### src/rtl/perceptron_mac.sv
// -----------------------------------------------------------------------------
// perceptron_mac
// Streaming multiply-accumulate stage that forms one perceptron's weighted sum
// plus bias. One (x, w) pair is accepted per beat. The end of a vector is marked
// by in_last, or forced after MAX_TERMS beats. The result is a Q.16 sum that
// feeds the activation stage.
//
// Ports:
//   clk          rising-edge clock
//   rst_n        asynchronous active-low reset
//   in_valid     beat valid
//   in_ready     registered ready; 1 from the first edge after reset release
//   in_x, in_w   signed Q8.8 activation and weight
//   in_last      final beat of the vector
//   bias         signed Q8.8 bias, sampled on a vector's first accepted beat
//   sum_valid    one-cycle pulse when sum is updated
//   sum          signed Q(ACC_W-16).16 weighted sum, held between updates
//   overflow_err one-cycle pulse with sum_valid for a force-terminated vector
//   busy         vector partially accepted or a product still in the pipeline
// -----------------------------------------------------------------------------
module perceptron_mac #(
  parameter int DATA_W    = 16,
  parameter int ACC_W     = 48,
  parameter int MAX_TERMS = 256
) (
  input  logic                     clk,
  input  logic                     rst_n,
  input  logic                     in_valid,
  output logic                     in_ready,
  input  logic [DATA_W-1:0]        in_x,
  input  logic [DATA_W-1:0]        in_w,
  input  logic                     in_last,
  input  logic [DATA_W-1:0]        bias,
  output logic                     sum_valid,
  output logic [ACC_W-1:0]         sum,
  output logic                     overflow_err,
  output logic                     busy
);

  localparam int PROD_W = 2 * DATA_W;
  localparam int CNT_W  = $clog2(MAX_TERMS + 1);

  typedef enum logic [0:0] {
    IDLE  = 1'b0,
    ACCUM = 1'b1
  } state_t;

  state_t                   state_r;
  logic [CNT_W-1:0]         cnt_r;
  logic [CNT_W-1:0]         cnt_next_s;
  logic                     accept_s;
  logic                     first_s;
  logic                     force_s;
  logic                     last_s;
  logic                     stay_accum_s;
  logic signed [PROD_W-1:0] prod_s;

  logic [PROD_W-1:0]        p1_r;
  logic                     p1_valid_r;
  logic                     p1_first_r;
  logic                     p1_last_r;
  logic                     p1_err_r;
  logic [DATA_W-1:0]        bias_q_r;
  logic [ACC_W-1:0]         acc_r;

  logic [ACC_W-1:0]         bias_ext_s;
  logic [ACC_W-1:0]         p1_ext_s;
  logic [ACC_W-1:0]         acc_base_s;
  logic [ACC_W-1:0]         acc_next_s;

  // Beat acceptance, term counting and forced-termination decode.
  always_comb begin
    accept_s = in_valid && in_ready;
    first_s  = (state_r == IDLE);
    if (first_s) begin
      cnt_next_s = CNT_W'(1);
    end else begin
      cnt_next_s = cnt_r + CNT_W'(1);
    end
    // A beat that reaches MAX_TERMS without in_last closes the vector with an error.
    force_s = (cnt_next_s == CNT_W'(MAX_TERMS)) && !in_last;
    last_s  = in_last || force_s;
    // The FSM is in ACCUM after this edge.
    if (first_s) begin
      stay_accum_s = accept_s && !last_s;
    end else begin
      stay_accum_s = !(accept_s && last_s);
    end
    prod_s = PROD_W'($signed(in_x)) * PROD_W'($signed(in_w));
  end

  // Vector framing FSM with term counter and registered busy/ready.
  always_ff @(posedge clk or negedge rst_n) begin
    if (!rst_n) begin
      state_r  <= IDLE;
      cnt_r    <= CNT_W'(0);
      busy     <= 1'b0;
      in_ready <= 1'b0;
    end else begin
      in_ready <= 1'b1;
      busy     <= stay_accum_s || accept_s;
      case (state_r)
        IDLE: begin
          if (accept_s) begin
            cnt_r <= cnt_next_s;
            if (!last_s) begin
              state_r <= ACCUM;
            end
          end
        end
        ACCUM: begin
          if (accept_s) begin
            cnt_r <= cnt_next_s;
            if (last_s) begin
              state_r <= IDLE;
            end
          end
        end
        default: begin
          state_r <= IDLE;
          cnt_r   <= CNT_W'(0);
        end
      endcase
    end
  end

  // Stage 1: register the full-width product with its framing tags.
  always_ff @(posedge clk or negedge rst_n) begin
    if (!rst_n) begin
      p1_r       <= PROD_W'(0);
      p1_valid_r <= 1'b0;
      p1_first_r <= 1'b0;
      p1_last_r  <= 1'b0;
      p1_err_r   <= 1'b0;
      bias_q_r   <= DATA_W'(0);
    end else begin
      p1_valid_r <= accept_s;
      if (accept_s) begin
        p1_r       <= prod_s;
        p1_first_r <= first_s;
        p1_last_r  <= last_s;
        p1_err_r   <= force_s;
        if (first_s) begin
          bias_q_r <= bias;
        end
      end
    end
  end

  // Stage 2 datapath: Q8.8 bias is shifted by 8 to line up with Q16.16 products.
  always_comb begin
    bias_ext_s = {{(ACC_W-DATA_W){bias_q_r[DATA_W-1]}}, bias_q_r} << 8;
    p1_ext_s   = {{(ACC_W-PROD_W){p1_r[PROD_W-1]}}, p1_r};
    if (p1_first_r) begin
      acc_base_s = bias_ext_s;
    end else begin
      acc_base_s = acc_r;
    end
    acc_next_s = acc_base_s + p1_ext_s;
  end

  // Stage 2: accumulate and publish the sum on the vector's last term.
  always_ff @(posedge clk or negedge rst_n) begin
    if (!rst_n) begin
      acc_r        <= ACC_W'(0);
      sum          <= ACC_W'(0);
      sum_valid    <= 1'b0;
      overflow_err <= 1'b0;
    end else begin
      sum_valid    <= p1_valid_r && p1_last_r;
      overflow_err <= p1_valid_r && p1_last_r && p1_err_r;
      if (p1_valid_r) begin
        acc_r <= acc_next_s;
        if (p1_last_r) begin
          sum <= acc_next_s;
        end
      end
    end
  end

endmodule

### config.mk
export PLATFORM = sky130hd
export DESIGN_NAME = perceptron_mac
export DESIGN_NICKNAME = d
export VERILOG_FILES = /design/src/rtl/perceptron_mac.sv
export SDC_FILE = /design/constraint.sdc
export NUM_CORES = 1
export LEC_CHECK = 0
export ABC_AREA = 1
export ABC_CLOCK_PERIOD_IN_PS = 7700
export CAP_MARGIN = 20
export CORE_ASPECT_RATIO = 1.75
export CORE_MARGIN = 5
export CORE_UTILIZATION = 30
export CTS_CLUSTER_DIAMETER = 100
export CTS_CLUSTER_SIZE = 20
export DETAILED_ROUTE_END_ITERATION = 6
export PLACE_DENSITY = 0.53
export SYNTH_ARGS = -nofsm -noshare
export SYNTH_HDL_FRONTEND = slang
export SYNTH_SLANG_ARGS = --single-unit
### constraint.sdc
create_clock -name clk -period 7.7 [get_ports clk]
set_clock_uncertainty 0.1 [all_clocks]
set_input_delay 1.54 -clock clk [delete_from_list [all_inputs] [get_ports clk]]
set_output_delay 1.54 -clock clk [all_outputs]
set_load 0.02 [all_outputs]
==> results of run 1 <==
==> how the worst max path moves through the flow <==
stage | endpoint | start | cells after the start
4_1_cts | p1_r[29] | in_x[15] | 23
3_3_place_gp | p1_r[29] | in_x[15] | 23
3_5_place_dp | p1_r[29] | in_x[15] | 23
6_report | p1_r[31] | in_x[15] | 23
2_1_floorplan | p1_r[30] | in_w[6] | 22
5_1_grt | p1_r[31] | in_x[15] | 24
==> metal layers <==
layer	wire length (um)	share of wire, %	GRT usage, %	vias up
met3	1344	1.9	1.354	148
met1	25230	36	18.43	8902
li1	-	-	-	9362
met4	4134	6.0	9.645	0
met2	38410	56	36.16	320
met5	0	0	0	-
==> cell usage after synthesis (all sizes together) <==
master,n
a21boi,1
a21o,4
a21oi,58
a31oi,3
buf,11
clkbuf,85
clkinv,2
conb,1
dfrtp,162
fa,263
ha,130
inv,742
mux2,16
nand2,1128
nand3,146
nand3b,23
nand4,30
nor2,143
nor3,20
nor4,1
o21a,2
o21ai,84
o21bai,9
or2,10
xnor2,24
xor2,8
==> layout by cell type, fill, tap and decap left out, types with 22 or more instances in the layout <==
master           instances
nand3_1                142
dfrtp_1                162
o21ai_0                 76
inv_1                  725
buf_4                   88
a21oi_1                 58
clkdlybuf4s50_1        102
nand3b_1                23
nand4_1                 30
fa_1                   263
nand2_1               1112
xnor2_1                 24
nor2_1                 118
nor2_2                  22
ha_1                   130
==> cells by family after synthesis <==
| kind of cell | Yosys count | share of synthesized area, % |
|---|---|---|
| other cells | 1 | 0.01733 |
| buf+inv | 840 | 14.60 |
| simple gates | 1501 | 28.74 |
| flops | 162 | 18.74 |
| mux | 16 | 0.8327 |
| fa+ha+maj | 393 | 31.85 |
| xor+xnor | 32 | 1.295 |
| compound gates | 161 | 3.926 |
==> flip-flops by register name, summed over array words and instances (netlist names), 9 cells and up, named ones only <==
signal	cells
acc_r	48
cnt_r	9
bias_q_r	16
p1_r	32
sum	48
==> through the flow <==
stage	worst slack (ns)	utilization, %	area, um^2	hold WS [ns]	cells
floorplan	0.8146	-	21640	0.3494	3106
global placement	0.08228	33.77	24220	0.3619	4130
detailed placement	0.04900	33.77	24220	0.3654	4130
CTS	0.5496	34.65	24860	0.3837	4162
global route	0.2699	34.65	24860	0.3949	4162
finish	0.5913	34.65	24860	0.3788	4162
==> worst max-delay path: cells and delay by family <==
family        cells  cell delay, ns
simple gates     10            1.28
buf+inv           6            1.07
fa+ha+maj         7            3.47
==> final cells by class <==
type                       count  area, um^2  share of cell area (%)
clock buffer                  18       429.2                   1.727
clock inverter                14       201.4                  0.8105
inverter                     744        2793                   11.24
multi-input combinational   2104       14430                   58.05
sequential                   162        4054                   16.31
tap                          924        1156                   4.651
timing repair buffer         196        1793                   7.214
==> summary.md, run 1 <==
| Metric | Value |
|---|---|
| Crit-path most repeated cell | `fa_1` |
| Number of global-route vias before repair | `around 20000` |
| Syn avg cell area | `6.966 um^2` |
| DR vias | `18730` |
| Crit path max fanout | `11` |
| HPWL Detailed | `59230 um` |
| Final min period | `between 7 and 8 ns` |
| DRT Wirelength | `69120 um` |
| Fmax achieved | `140.7 MHz` |
| Top post-synthesis cells by area | `fa_1 (24%), nand2_1 (19%), dfrtp_1 (19%), inv_1 (13%), ha_1 (7.5%)` |
| Sink Count | `162` |
| Final-report hold violation count | `0` |
| Pre-antenna DRT Iters | `5` |
| Ant diodes | `0` |
| Max cap viols | `0` |
| Detailed-route wire length per cell | `~17 um` |
| Distinct cells, synth | `35` |
| Die Y-Extent | `about 370 um` |
| Input/output buffers | `103` |
| Clock Path Buffers | `2` |
| DRC violations left | `0` |
| Seq/Total Area, Yosys | `18.74%` |
| Yosys warns | `0` |
| Post-Syn Instances | `3106` |
| Worst-Skew Late Latency | `0.46 ns` |
| Routed Antenna Nets | `0` |
| Initial antenna violation count | `1` |
| Worst slew margin | `30.93%` |
| IO Count | `104` |
| First-pass GRT wire length | `109100 um` |
| R2r setup slk | `3.92 ns` |
| Reg2reg start | `p1_first_r` |
| Hold Path End | `sum[42]` |
| CTS root buffer | `clkbuf_16` |
| Vias/cell | `4.501` |
| H-tree Lvls | `4` |
| Gr usage total | `between 10% and 20%` |
| Worst r2r dst | `sum[15]` |
| Violation count after the first detailed-route iteration | `906` |
| Outcome | `finished clean` |
| Tcrit/Tclk final | `92.32%` |
| CTS Buf Count | `17` |
| Hold crit path type | `reg2reg` |
| CP peak stage delay | `about 0.75 ns` |
| Largest net degree at the start of global routing | `68` |
| Worst min-delay path startpoint | `sum[42]` |
| Die area | `77810 um^2` |
| Total core area | `71730 um^2` |
| Critical path cell sequence | `clkdlybuf4s50_1, nand2_1, fa_1, inv_1, fa_1, inv_1, fa_1, inv_1, fa_1, inv_1, fa_1, fa_1, inv_1, ha_1, nand2_1, nor2_1, nand2_1, nor3_1, nand2_1, nand3_1, nand3_1, nand3_1, nand2_1` |
| Hold buffer count at CTS | `0` |
| Max-slew violation count | `0` |
| CP arrival | `between 7 and 8 ns` |
| Post-CTS sizing | `0` |
| Hold depth | `2` |
| Largest area contributor in the netlist | `fa_1` |
| Placer Congestion | `0.9574` |
| CP startpoint kind | `input pin` |
| Syn_nets | `3551` |
| Filler Cell Count | `~7800` |
| GRT overflow | `0` |
| Die width | `about 210 um` |
| Share of cells above drive strength 1 | `6.794%` |
| Area Growth Syn to Fin | `14.87%` |
| Cell Rows | `130` |
| RSZ-0062 raised after global routing | `no` |
| TritonCTS clock tree | `done` |
| Nets | `3670` |
| Worst-margin pin slew | `about 1.0 ns` |
| Synthesized flop and latch total | `162` |
| Fin Setup TNS | `0 ns` |
| Worst Path Required | `7.96 ns` |
| Final Setup Violations | `0` |
| Mapped Area | `21640 um^2` |
| Setup Crit Path Kind | `in2reg` |
| Top-area cell type share of the netlist area | `around 24%` |
| Setup Buffers After CTS | `0` |
| Initial core utilization | `30.16%` |
| Crit. End Element | `flop` |
| Worst-path clk slew | `approximately 0.07 ns` |
| Reg2reg path depth | `12` |
| CP max stage cell | `clkdlybuf4s50_1` |
Power of run 1 is not shown: default switching activity piles up to over one toggle a cycle in this logic, so the estimate is an artifact.
==> run 2: changes to the inputs <==
--- a/config.mk
+++ b/config.mk
@@ -6,7 +6,7 @@
 export NUM_CORES = 1
 export LEC_CHECK = 0
 export ABC_AREA = 1
-export ABC_CLOCK_PERIOD_IN_PS = 7700
+export ABC_CLOCK_PERIOD_IN_PS = 7450
 export CAP_MARGIN = 20
 export CORE_ASPECT_RATIO = 1.75
 export CORE_MARGIN = 5
==> constraint.sdc (replaced) <==
create_clock -name clk -period 7.45 [get_ports clk]
set_clock_uncertainty 0.1 [all_clocks]
set_input_delay 1.49 -clock clk [delete_from_list [all_inputs] [get_ports clk]]
set_output_delay 1.49 -clock clk [all_outputs]
set_load 0.02 [all_outputs]
==> summary.md, run 2 (synthesized netlist as in run 1, its figures left out) <==
| Metric | Value |
|---|---|
| DRT Wirelength | `69410 um (was 69120 um)` |
| Outcome | `finished clean (unchanged)` |
| Number of global-route vias before repair | `20020 (was 19880)` |
| Critical Path Start | `in_x[10] (was in_x[15])` |
| H-tree Lvls | `4 (unchanged)` |
| Hold buffer count at CTS | `0 (unchanged)` |
| Vias/cell | `4.496 (was 4.501)` |
| Crit path max fanout | `9 (was 11)` |
| CP startpoint kind | `input pin (unchanged)` |
| Met1 usage | `18.47% (was 18.43%)` |
| Hold crit path type | `reg2reg (unchanged)` |
| DR vias | `18770 (was 18730)` |
| Worst-margin pin slew | `0.9346 ns (was 1.034 ns)` |
| Final Setup Violations | `0 (unchanged)` |
| Tcrit/Tclk final | `92.57%` |
| Final core utilization | `34.81% (was 34.65%)` |
| Worst-path clk slew | `0.08 ns (was 0.07 ns)` |
| First-pass GRT wire length | `110000 um (was 109100 um)` |
| Worst-Skew Late Latency | `0.47 ns (was 0.46 ns)` |
| Die width | `213.0 um (unchanged)` |
| Gr usage total | `18.45% (was 18.18%)` |
| RSZ-0062 raised after global routing | `no (unchanged)` |
| Setup Buffers After CTS | `0 (unchanged)` |
| Worst slew margin | `37.69% (was 30.93%)` |
| Fmax achieved | `145.0 MHz` |
| Initial antenna violation count | `1 (unchanged)` |
| Multi-input combinational cell area | `14430 um^2 (unchanged)` |
| Hold_ws | `0.3798 ns (was 0.3788 ns)` |
| DRC violations left | `0 (unchanged)` |
| Die area | `77810 um^2 (unchanged)` |
| Share of cells above drive strength 1 | `7.169% (was 6.794%)` |
| Worst r2r dst | `sum[16] (was sum[15])` |
| Worst Path Required | `7.71 ns (was 7.96 ns)` |
| TritonCTS clock tree | `done (unchanged)` |
| CP arrival | `7.15 ns (was 7.37 ns)` |
| Pre-CTS WS | `-0.0009033 ns (was 0.04900 ns)` |
| Placer Congestion | `0.9580 (was 0.9574)` |
| Total core area | `71730 um^2 (unchanged)` |
| Design area | `24970 um^2 (was 24860 um^2)` |
| Final min period | `around 7 ns` |
| Largest regs | `acc_r (48), sum (48), p1_r (32) (unchanged)` |
| HPWL Detailed | `59720 um (was 59230 um)` |
| Met2 usage | `36.87% (was 36.16%)` |
| Final-report hold violation count | `0 (unchanged)` |
| Violation count after the first detailed-route iteration | `974 (was 906)` |
| Pre-antenna DRT Iters | `5 (unchanged)` |
| Routed Antenna Nets | `0 (unchanged)` |
| IO Count | `104 (unchanged)` |
| Clock Path Buffers | `2 (unchanged)` |
| Post-DP Area | `24360 um^2 (was 24220 um^2)` |
| Largest net degree at the start of global routing | `69 (was 68)` |
| Grt met3 use | `1.379% (was 1.354%)` |
| Most common cell after layout, fill and taps aside | `nand2_1 (unchanged)` |
| Commonest non-fill, non-tap cells in the layout | `nand2_1 (1112), inv_1 (725), fa_1 (263) (unchanged)` |
| Cell Rows | `130 (unchanged)` |
| Ant diodes | `0 (unchanged)` |
| Crit. End Element | `flop (unchanged)` |
| Nets | `3682 (was 3670)` |
| GRT overflow | `0 (unchanged)` |
| Die Y-Extent | `365.3 um (unchanged)` |
| Reg2reg path depth | `14 (was 12)` |
| Grt peak-use layer | `met2 (unchanged)` |
| Detailed-route wire length per cell | `16.63 um (was 16.61 um)` |
| Max-slew violation count | `0 (unchanged)` |
| Initial core utilization | `30.16% (unchanged)` |
| Sink Count | `162 (unchanged)` |
| Area Growth Syn to Fin | `15.41% (was 14.87%)` |
| R2r setup slk | `3.90 ns (was 3.92 ns)` |
| Setup Crit Path Kind | `in2reg (unchanged)` |
| CTS Buf Count | `17 (unchanged)` |
| Max cap viols | `0 (unchanged)` |
| Crit path to | `p1_r[31] (unchanged)` |
| Post-CTS sizing | `0 (unchanged)` |
| Reg2reg start | `p1_first_r (unchanged)` |
| CTS root buffer | `clkbuf_16 (unchanged)` |
| Input/output buffers | `103 (unchanged)` |
| Seq. cell area | `4054 um^2 (unchanged)` |
| Setup WS post-layout | `0.5535 ns (was 0.5913 ns)` |
| Filler Cell Count | `7839 (was 7832)` |
-- run 2: per-layer routing --
metal / vias up / share of wire [%]
met5: - / 0
met2: 342 / 57
li1: 9397 / -
met3: 152 / 2.2
met4: 0 / 6.1
met1: 8877 / 35
-- run 2: metrics by stage --
| stage | instances | TNS [ns] |
|---|---|---|
| finish | 4174 | 0 |
| global route | 4174 | 0 |
| CTS | 4174 | 0 |
| detailed placement | 4142 | -0.0009033 |
| global placement | 4142 | 0 |
| floorplan | 3106 | 0 |
-- run 2: critical path: stages --
cell	delay [ns]
clkdlybuf4s50_1	0.77
nand2_1	0.15
fa_1	0.52
fa_1	0.53
fa_1	0.42
fa_1	0.55
inv_1	0.08
fa_1	0.54
inv_1	0.05
fa_1	0.47
inv_1	0.04
ha_1	0.36
nand2_1	0.15
nor2_1	0.27
nand2_1	0.15
nand3_1	0.22
nand2_1	0.11
nand3_1	0.08
nand3_1	0.07
nand3_1	0.07
nand2_1	0.05
-- run 2: worst min path at each step --
stage          startpoint        end  slack, ns  depth (start not counted)
3_3_place_gp    acc_r[21]  acc_r[21]       0.36                          2
3_5_place_dp    acc_r[35]  acc_r[35]       0.37                          2
2_1_floorplan   acc_r[15]  acc_r[15]       0.35                          2
4_1_cts         acc_r[19]  acc_r[19]       0.38                          2
6_report          sum[38]    sum[38]       0.38                          2
5_1_grt           sum[47]    sum[47]       0.40                          2
-- run 2: area by class of cell --
cell class,count,area share (%)
Inverter,744,11.18
Sequential cell,162,16.23
Timing Repair Buffer,208,7.741
Clock inverter,15,0.7265
Tap cell,924,4.630
Multi-Input combinational cell,2104,57.78
Clock buffer,17,1.704
Power of run 2 is left out for the same reason.
